==> src/rtl/bcast_pkg.sv <==
// Shared types for the tile broadcaster: operand-expansion modes and default-geometry
// element/vector/tile types.
package bcast_pkg;

  typedef enum logic [2:0] {
    ModeMac     = 3'd0,
    ModeEwmMat  = 3'd1,
    ModeEwmVec  = 3'd2,
    ModeOuter   = 3'd3,
    ModeEwaVec  = 3'd4,
    ModeEwaMat  = 3'd5,
    ModeEwmMat2 = 3'd6,
    ModeIllegal = 3'd7
  } bcast_mode_e;

  localparam int unsigned DefRows      = 4;
  localparam int unsigned DefCols      = 4;
  localparam int unsigned DefDataWidth = 16;

  typedef logic [DefDataWidth-1:0]                 elem_t;
  typedef logic [DefRows*DefDataWidth-1:0]         vec_t;
  typedef logic [DefRows*DefCols*DefDataWidth-1:0] tile_t;

  // The B vector must cover whichever tile dimension it is broadcast along.
  function automatic int unsigned vlen_of(input int unsigned rows, input int unsigned cols);
    return (rows > cols) ? rows : cols;
  endfunction

endpackage

==> src/rtl/bcast_xbar.sv <==
// Combinational operand crossbar: expands vector/matrix operands into A/B tiles
// according to the broadcast mode. Elements are copied bit-exact.
module bcast_xbar
  import bcast_pkg::*;
#(
  parameter int unsigned ROWS       = 4,
  parameter int unsigned COLS       = 4,
  parameter int unsigned DATA_WIDTH = 16,
  parameter int unsigned VLEN       = 4
) (
  input  logic [2:0]                     mode_i,
  input  logic [ROWS*DATA_WIDTH-1:0]      a_vec_i,
  input  logic [VLEN*DATA_WIDTH-1:0]      bv_i,
  input  logic [ROWS*COLS*DATA_WIDTH-1:0] a_mat_i,
  input  logic [ROWS*COLS*DATA_WIDTH-1:0] b_mat_i,
  output logic [ROWS*COLS*DATA_WIDTH-1:0] a_tile_o,
  output logic [ROWS*COLS*DATA_WIDTH-1:0] b_tile_o,
  output logic                            illegal_o
);

  localparam int unsigned DW = DATA_WIDTH;

  bcast_mode_e mode_e;
  assign mode_e = bcast_mode_e'(mode_i);

  always_comb begin
    a_tile_o  = a_mat_i;
    b_tile_o  = b_mat_i;
    illegal_o = 1'b0;
    case (mode_e)
      ModeMac: begin
        for (int unsigned i = 0; i < ROWS; i++) begin
          for (int unsigned j = 0; j < COLS; j++) begin
            b_tile_o[(i*COLS+j)*DW +: DW] = bv_i[j*DW +: DW];
          end
        end
      end
      ModeEwmMat: begin
        for (int unsigned i = 0; i < ROWS; i++) begin
          for (int unsigned j = 0; j < COLS; j++) begin
            b_tile_o[(i*COLS+j)*DW +: DW] = bv_i[i*DW +: DW];
          end
        end
      end
      ModeOuter: begin
        for (int unsigned i = 0; i < ROWS; i++) begin
          for (int unsigned j = 0; j < COLS; j++) begin
            a_tile_o[(i*COLS+j)*DW +: DW] = a_vec_i[i*DW +: DW];
            b_tile_o[(i*COLS+j)*DW +: DW] = bv_i[j*DW +: DW];
          end
        end
      end
      ModeIllegal: begin
        a_tile_o  = '0;
        b_tile_o  = '0;
        illegal_o = 1'b1;
      end
      default: ;  // remaining modes pass both matrices straight through
    endcase
  end

endmodule

==> src/rtl/broadcast_pipe.sv <==
// Registered, valid/ready tile broadcaster: holds a reusable B vector, counts tiles per
// loaded vector and flags illegal modes sticky until reset.
module broadcast_pipe
  import bcast_pkg::*;
#(
  parameter int unsigned ROWS       = 4,
  parameter int unsigned COLS       = 4,
  parameter int unsigned DATA_WIDTH = 16,
  parameter int unsigned CNT_W      = 8
) (
  input  logic                                          clk,
  input  logic                                          rst,
  input  logic                                          in_valid,
  output logic                                          in_ready,
  input  logic [2:0]                                    mode,
  input  logic                                          b_vec_load,
  input  logic [ROWS*DATA_WIDTH-1:0]                    a_vec,
  input  logic [vlen_of(ROWS, COLS)*DATA_WIDTH-1:0]     b_vec,
  input  logic [ROWS*COLS*DATA_WIDTH-1:0]               a_mat,
  input  logic [ROWS*COLS*DATA_WIDTH-1:0]               b_mat,
  output logic                                          out_valid,
  input  logic                                          out_ready,
  output logic [ROWS*COLS*DATA_WIDTH-1:0]               a_tile,
  output logic [ROWS*COLS*DATA_WIDTH-1:0]               b_tile,
  output logic [2:0]                                    out_mode,
  output logic [CNT_W-1:0]                              tile_cnt,
  output logic                                          err_mode
);

  localparam int unsigned VLEN = vlen_of(ROWS, COLS);
  localparam int unsigned TW   = ROWS * COLS * DATA_WIDTH;

  logic                       out_valid_q;
  logic [TW-1:0]              a_tile_q, b_tile_q;
  logic [2:0]                 out_mode_q;
  logic [CNT_W-1:0]           tile_cnt_q, tile_cnt_d;
  logic                       err_mode_q;
  logic [VLEN*DATA_WIDTH-1:0] b_hold_q;

  logic [VLEN*DATA_WIDTH-1:0] bv;
  logic [TW-1:0]              a_tile_d, b_tile_d;
  logic                       illegal;
  logic                       accept;

  assign in_ready   = !out_valid_q || out_ready;
  assign accept     = in_valid && in_ready;
  assign bv         = b_vec_load ? b_vec : b_hold_q;
  assign tile_cnt_d = b_vec_load ? CNT_W'(1) : tile_cnt_q + CNT_W'(1);

  bcast_xbar #(
    .ROWS       (ROWS),
    .COLS       (COLS),
    .DATA_WIDTH (DATA_WIDTH),
    .VLEN       (VLEN)
  ) u_xbar (
    .mode_i    (mode),
    .a_vec_i   (a_vec),
    .bv_i      (bv),
    .a_mat_i   (a_mat),
    .b_mat_i   (b_mat),
    .a_tile_o  (a_tile_d),
    .b_tile_o  (b_tile_d),
    .illegal_o (illegal)
  );

  always_ff @(posedge clk) begin
    if (rst) begin
      out_valid_q <= 1'b0;
      a_tile_q    <= '0;
      b_tile_q    <= '0;
      out_mode_q  <= '0;
      tile_cnt_q  <= '0;
      err_mode_q  <= 1'b0;
      b_hold_q    <= '0;
    end else if (accept) begin
      // A new beat replaces the held tile even when it drains in this same cycle.
      out_valid_q <= 1'b1;
      a_tile_q    <= a_tile_d;
      b_tile_q    <= b_tile_d;
      out_mode_q  <= mode;
      tile_cnt_q  <= tile_cnt_d;
      if (b_vec_load) b_hold_q <= b_vec;
      if (illegal) err_mode_q <= 1'b1;
    end else if (out_ready) begin
      out_valid_q <= 1'b0;
    end
  end

  assign out_valid = out_valid_q;
  assign a_tile    = a_tile_q;
  assign b_tile    = b_tile_q;
  assign out_mode  = out_mode_q;
  assign tile_cnt  = tile_cnt_q;
  assign err_mode  = err_mode_q;

endmodule

==> config.mk <==
export PLATFORM = sky130hd
export DESIGN_NAME = broadcast_pipe
export DESIGN_NICKNAME = d
export VERILOG_FILES = /design/src/rtl/bcast_pkg.sv /design/src/rtl/bcast_xbar.sv /design/src/rtl/broadcast_pipe.sv
export SDC_FILE = /design/constraint.sdc
export NUM_CORES = 1
export LEC_CHECK = 0
export CORE_AREA = 2 2 459 461
export CTS_CLUSTER_DIAMETER = 150
export DETAILED_ROUTE_END_ITERATION = 8
export DIE_AREA = 0 0 461 463
export GPL_TIMING_DRIVEN = 0
export HOLD_SLACK_MARGIN = 0.12
export PLACE_DENSITY = 0.4
export SLEW_MARGIN = 20
export SYNTH_ARGS = -nofsm -noshare
export SYNTH_HDL_FRONTEND = slang
export SYNTH_HIERARCHICAL = 1
export SYNTH_SLANG_ARGS = --single-unit
export TNS_END_PERCENT = 20
==> constraint.sdc <==
create_clock -name clk -period 1.9 [get_ports clk]
set_clock_uncertainty 0.05 [all_clocks]
set_input_delay 0.38 -clock clk [delete_from_list [all_inputs] [get_ports clk]]
set_output_delay 0.38 -clock clk [all_outputs]
set_load 0.1 [all_outputs]
# [Word-level counts from Yosys, hierarchy flattened]
# Index checks and enable logic that the tools add are counted.
[op_classes] n_addsub=1 n_eq_ne=3 reduce_logical=7 muxes=7
[ops] cell="$pmux 256 s3" count=1
[ops] cell="$pmux 256 s2" count=1
[ops] cell="$mux 64" count=1
[ops] cell="$add 8x1->8 const B" count=1
[ops] cell="$mux 8" count=1
[ops] cell="$eq 3x1->1 const B" count=1
[ops] cell="$eq 3x2->1 const B" count=1
[ops] cell="$eq 3x3->1 const B" count=1
[ops] cell="$logic_not 3->1" count=1
[ops] cell="$mux 1" count=3
[ops] cell="$reduce_and 2->1" count=1
[ops] cell="$reduce_bool 2->1" count=1
[ops] cell="$reduce_or 2->1" count=1
[ops] cell="$logic_and 1x1->1" count=1
[ops] cell="$logic_not 1->1" count=1
[ops] cell="$logic_or 1x1->1" count=1
[word_totals] regBits=589 out_inout_bits=526 inputBits=648 elab_cells=25

# [Logic depth before layout (Yosys ltp)]
[logic_depth] ltp_word=4 depth_mapped=8 ltp_nobuf=6

# [Modules after synthesis]
# Netlist, hierarchy kept.
[by_module_without_submodules] mod="broadcast_pipe" seq_area_each_um2=11791.3 instances=1 cells_per_inst=2768 area_each_um2=22957.0
[by_module_without_submodules] mod="bcast_xbar" seq_area_each_um2=0.0 instances=1 cells_per_inst=1192 area_each_um2=8146.6

# [Worst setup path before layout]
# Ideal clock, no wire load.
[synth_timing] path_type="register to output" startpoint="reg out_valid_q (netlist: out_valid)" endpoint="out in_ready" required_ns=1.470 stages_incl_launch_ff=6 path_buffers=3 t_arrival_ns=1.808 path_slack_ns=-0.338 cell_sequence="dfxtp_1 nor2b_1 buf_2 inv_2 buf_2 buf_2"
[synth_between] elab_chain_len=2
[synth_lines] element="start: declaration" line_no="broadcast_pipe.sv:33" source="logic out_valid_q;"
[synth_lines] element="start signal: assignment" line_no="broadcast_pipe.sv:68" source="out_valid_q <= 1'b0;"
[synth_lines] element="start signal: assignment" line_no="broadcast_pipe.sv:77" source="out_valid_q <= 1'b1;"
[synth_lines] element="start signal: assignment" line_no="broadcast_pipe.sv:85" source="out_valid_q <= 1'b0;"
[synth_lines] element="$logic_not 1->1" line_no="broadcast_pipe.sv:45" source="assign in_ready = !out_valid_q || out_ready;"
[synth_lines] element="$logic_or 1x1->1" line_no="broadcast_pipe.sv:45"
[synth_lines] element="end: declaration" line_no="broadcast_pipe.sv:14" source="output logic in_ready,"
# No other way between the ends.

# [Worst setup path after layout]
# Ends and elaborated chain as after synthesis.

==> summary.md <==
| Metric | Value |
|---|---|
| DIE AREA | `213000 um^2` |
| Most frequent cells in the layout | `clkdlybuf4s50_1, a21oi_1, o21ai_0` |
| WHS Path Cells | `4` |
| DRC errors left | `0` |
| Mapped Nets | `around 4600` |
| Crit Path Class | `reg2out` |
| Setup ws final | `-0.355 ns` |
| Share of layout cells above drive strength 1 | `23.2%` |
| Clock Latency Late Sink | `0.75 ns` |
| Syn Area/Cell | `7.85 um^2` |
| Min-Delay Startpoint | `a_mat[119]` |
| Final Slew Violations | `0` |
| Vias in the first global route | `39700` |
| Seq/Total Area, Yosys | `about 38%` |
| ANT nets after route | `0` |
| Comb power frac | `33.3%` |
| PwrDens | `906 nW/um^2` |
| Net Switching | `roughly 19 mW` |
| Row cnt | `168` |
| Hpwl dp | `between 200000 and 300000 um` |
| Starting density of the core | `14.9%` |
| Initial antenna violation count | `about 120` |
| First-pass GRT wire length | `384000 um` |
| Synthesis-to-finish area growth | `64.2%` |
| Number of I/O pins | `1174` |
| Leakage | `between 15 and 20 nW` |
| DR vias | `40000` |
| Hold path endpoint | `a_tile[119]` |
| Flop pwr share | `29.6%` |
| Multi-input logic area | `18000 um^2` |
| Most common cell after layout, fill and taps aside | `clkdlybuf4s50_1` |
| Reg area | `11800 um^2` |
| Worst-path fanout max | `3` |
| Final Power | `46.3 mW` |
| Final worst-path cycle share | `119%` |
| Asr flop ratio synth | `0%` |
| Critical Path Source Type | `register` |
| Worst Max-Slew Pin Slew | `1.15 ns` |
| Max VDD drop | `0.000646 V` |
| Gr usage total | `26.8%` |
| Minimum clock period | `2.25 ns` |
| Slew margin rel. | `23.6%` |
| Pint | `27.5 mW` |
| Sw Ratio | `40.5%` |
| Reg-to-reg slack, setup | `-0.29 ns` |
| Die H | `463 um` |
| Num CTS Buffers | `85` |
| Worst R2R Path Depth | `6` |
| Nets | `5897` |
| Worst reg2reg path startpoint | `b_hold_q[7]` |
| H-tree Lvls | `3` |
| Worst-path clk slew | `0.06 ns` |
| CP arrival | `about 1.8 ns` |
| Placer Congestion | `~1.1` |
| Die W | `around 460 um` |
| Endpoints failing setup | `462` |
| Root Driver | `clkbuf_16` |
| EDFF count, synth | `0` |
| CTS tree | `done` |
| Number of max-cap violations | `0` |
| Failing checks | `setup timing` |
| Final hold vios | `0` |
| Highest Clock Rate | `443 MHz` |
| Setup TNS | `-56.25 ns` |
| RSZ-0062 raised after global routing | `true` |
| Largest net degree at the start of global routing | `13` |
| Post-synth design cell area | `31100 um^2` |
| Routed Wire Length | `around 300000 um` |
| CTS Sinks | `589` |
| Setup crit end kind | `primary output` |
| Data required, critical path | `around 1.5 ns` |
| Register bit total from synthesis | `589` |
| Core area | `209000 um^2` |
| Status | `finished, violations left` |
| Gate Count Post-Synth | `3960` |
| Grt total ovfl | `0` |
| 1st-pass router iterations | `7` |
| Clk pwr share | `a little under two fifths` |
| Synth cell types | `31` |
| Top_reg_cell synth | `dfxtp_1` |
| Fillers | `23200` |
| Vias per cell | `4.89` |
| Synth warn | `6` |
| WL/cell | `roughly 37 um` |
| IO Port Bufs | `1171` |
| Worst r2r dst | `b_tile[71]` |
| Initial DRC Count | `3238` |
| Tightest Hold Check Type | `in2reg` |
| Clk buf depth | `3` |
==> worst max-delay path, stage by stage (launching register included) <==
cell and delay [ns]:
dfxtp_4 0.36, nor2b_4 0.14, buf_8 0.13, inv_6 0.04, buf_12 0.11, buf_12 0.12
buf_12 0.16
==> power groups by stage <==
stage                     Combinational [mW]  Sequential, mW  Clock, mW
final                                   15.4            13.7       17.2
after global routing                    15.8            13.8       17.9
after CTS                               15.3            13.7       17.5
after detailed placement                15.1            13.9          0
after global placement                  15.2            13.9          0
after floorplan                         3.83            18.4          0
==> cell families (layout without fill, tap and decap cells) <==
family	after synthesis	in the layout	synth area share, %
buffers and inverters	500	1858	7.15
adder cells (fa/ha/maj)	1	1	0.0402
multiplexers	132	132	4.51
other	0	56	0
AO/OA/AOI/OAI	1690	1690	34.3
AND/OR/NAND/NOR	1048	1048	16.1
flip-flops	589	589	37.9
==> sequential cells by signal, summed over array words and instances (netlist names) <==
register,cells
a_tile,256
b_hold_q,64
b_tile,256
err_mode,1
out_mode,3
out_valid,1
tile_cnt,8
==> worst max-delay path by stage <==
stage,to,cells after the start,start
floorplan,b_tile[19],8,b_vec_load
detailed placement,a_tile[254],7,mode[0]
global route,in_ready,6,out_valid
finish,in_ready,6,out_valid
CTS,in_ready,6,out_valid
global placement,b_tile[169],8,mode[2]
==> cell usage after synthesis (3+ instances only) <==
| library cell | n | area [um^2] |
|---|---|---|
| dfxtp_1 | 589 | 11800 |
| buf_6 | 12 | 135 |
| nor2_1 | 3 | 11.3 |
| nand2_1 | 260 | 976 |
| a221o_1 | 192 | 1920 |
| a21oi_1 | 584 | 2920 |
| a311o_1 | 4 | 40.0 |
| a22o_1 | 256 | 2240 |
| mux2_2 | 64 | 721 |
| buf_2 | 152 | 761 |
| nor3_1 | 193 | 966 |
| buf_4 | 18 | 135 |
| nor2b_1 | 3 | 18.8 |
| inv_1 | 3 | 11.3 |
| mux2i_1 | 68 | 681 |
| clkbuf_1 | 274 | 1030 |
| o21ai_0 | 581 | 2910 |
| a32oi_1 | 64 | 561 |
| nand2b_1 | 64 | 400 |
| nor4_1 | 4 | 25.0 |
| buf_1 | 39 | 146 |
| o211ai_1 | 4 | 30.0 |
| nand3_1 | 517 | 2590 |
==> repair_timing <==
action / CTS / global route
resized for setup: 1974 / 1070
pin swaps: 24 / 4
endpoints found under the hold margin: 3 / 0
endpoints found under the setup margin: 1110 / 1002
setup buffers: 24 / 3
hold buffers: 3 / 0
==> through the flow <==
step | utilization [%] | instance area, um^2 | hold slack (ns) | setup slack [ns] | instances
3_3_place_gp | 22.2 | 46300 | 0.408 | -2.58 | 7936
4_1_cts | 24.5 | 51100 | 0.281 | -0.483 | 8120
3_5_place_dp | 22.2 | 46200 | 0.415 | -2.46 | 7937
2_1_floorplan | - | 31100 | 0.439 | -0.0309 | 3960
6_report | 24.5 | 51100 | 0.356 | -0.355 | 8179
5_1_grt | 24.5 | 51000 | 0.347 | -0.410 | 8152
==> routing by layer <==
metal	share of wire, %	GRT usage (%)
met3	7.2	6.58
met2	51	48.5
met5	0.21	0
met4	7.0	17.1
met1	35	27.4
==> cell type report <==
| cell class | instances | share of cell area (%) |
|---|---|---|
| flip-flops and latches | 589 | 23.2 |
| clock buffers | 124 | 4.93 |
| inverters | 5 | 0.0465 |
| diodes | 56 | 0.274 |
| multi-input cells | 2871 | 35.3 |
| repair buffers | 1202 | 23.6 |
| well taps | 2805 | 6.87 |
| clock inverters | 33 | 0.865 |
| plain buffers | 494 | 5.00 |
Power figures use the tool's default switching activity.
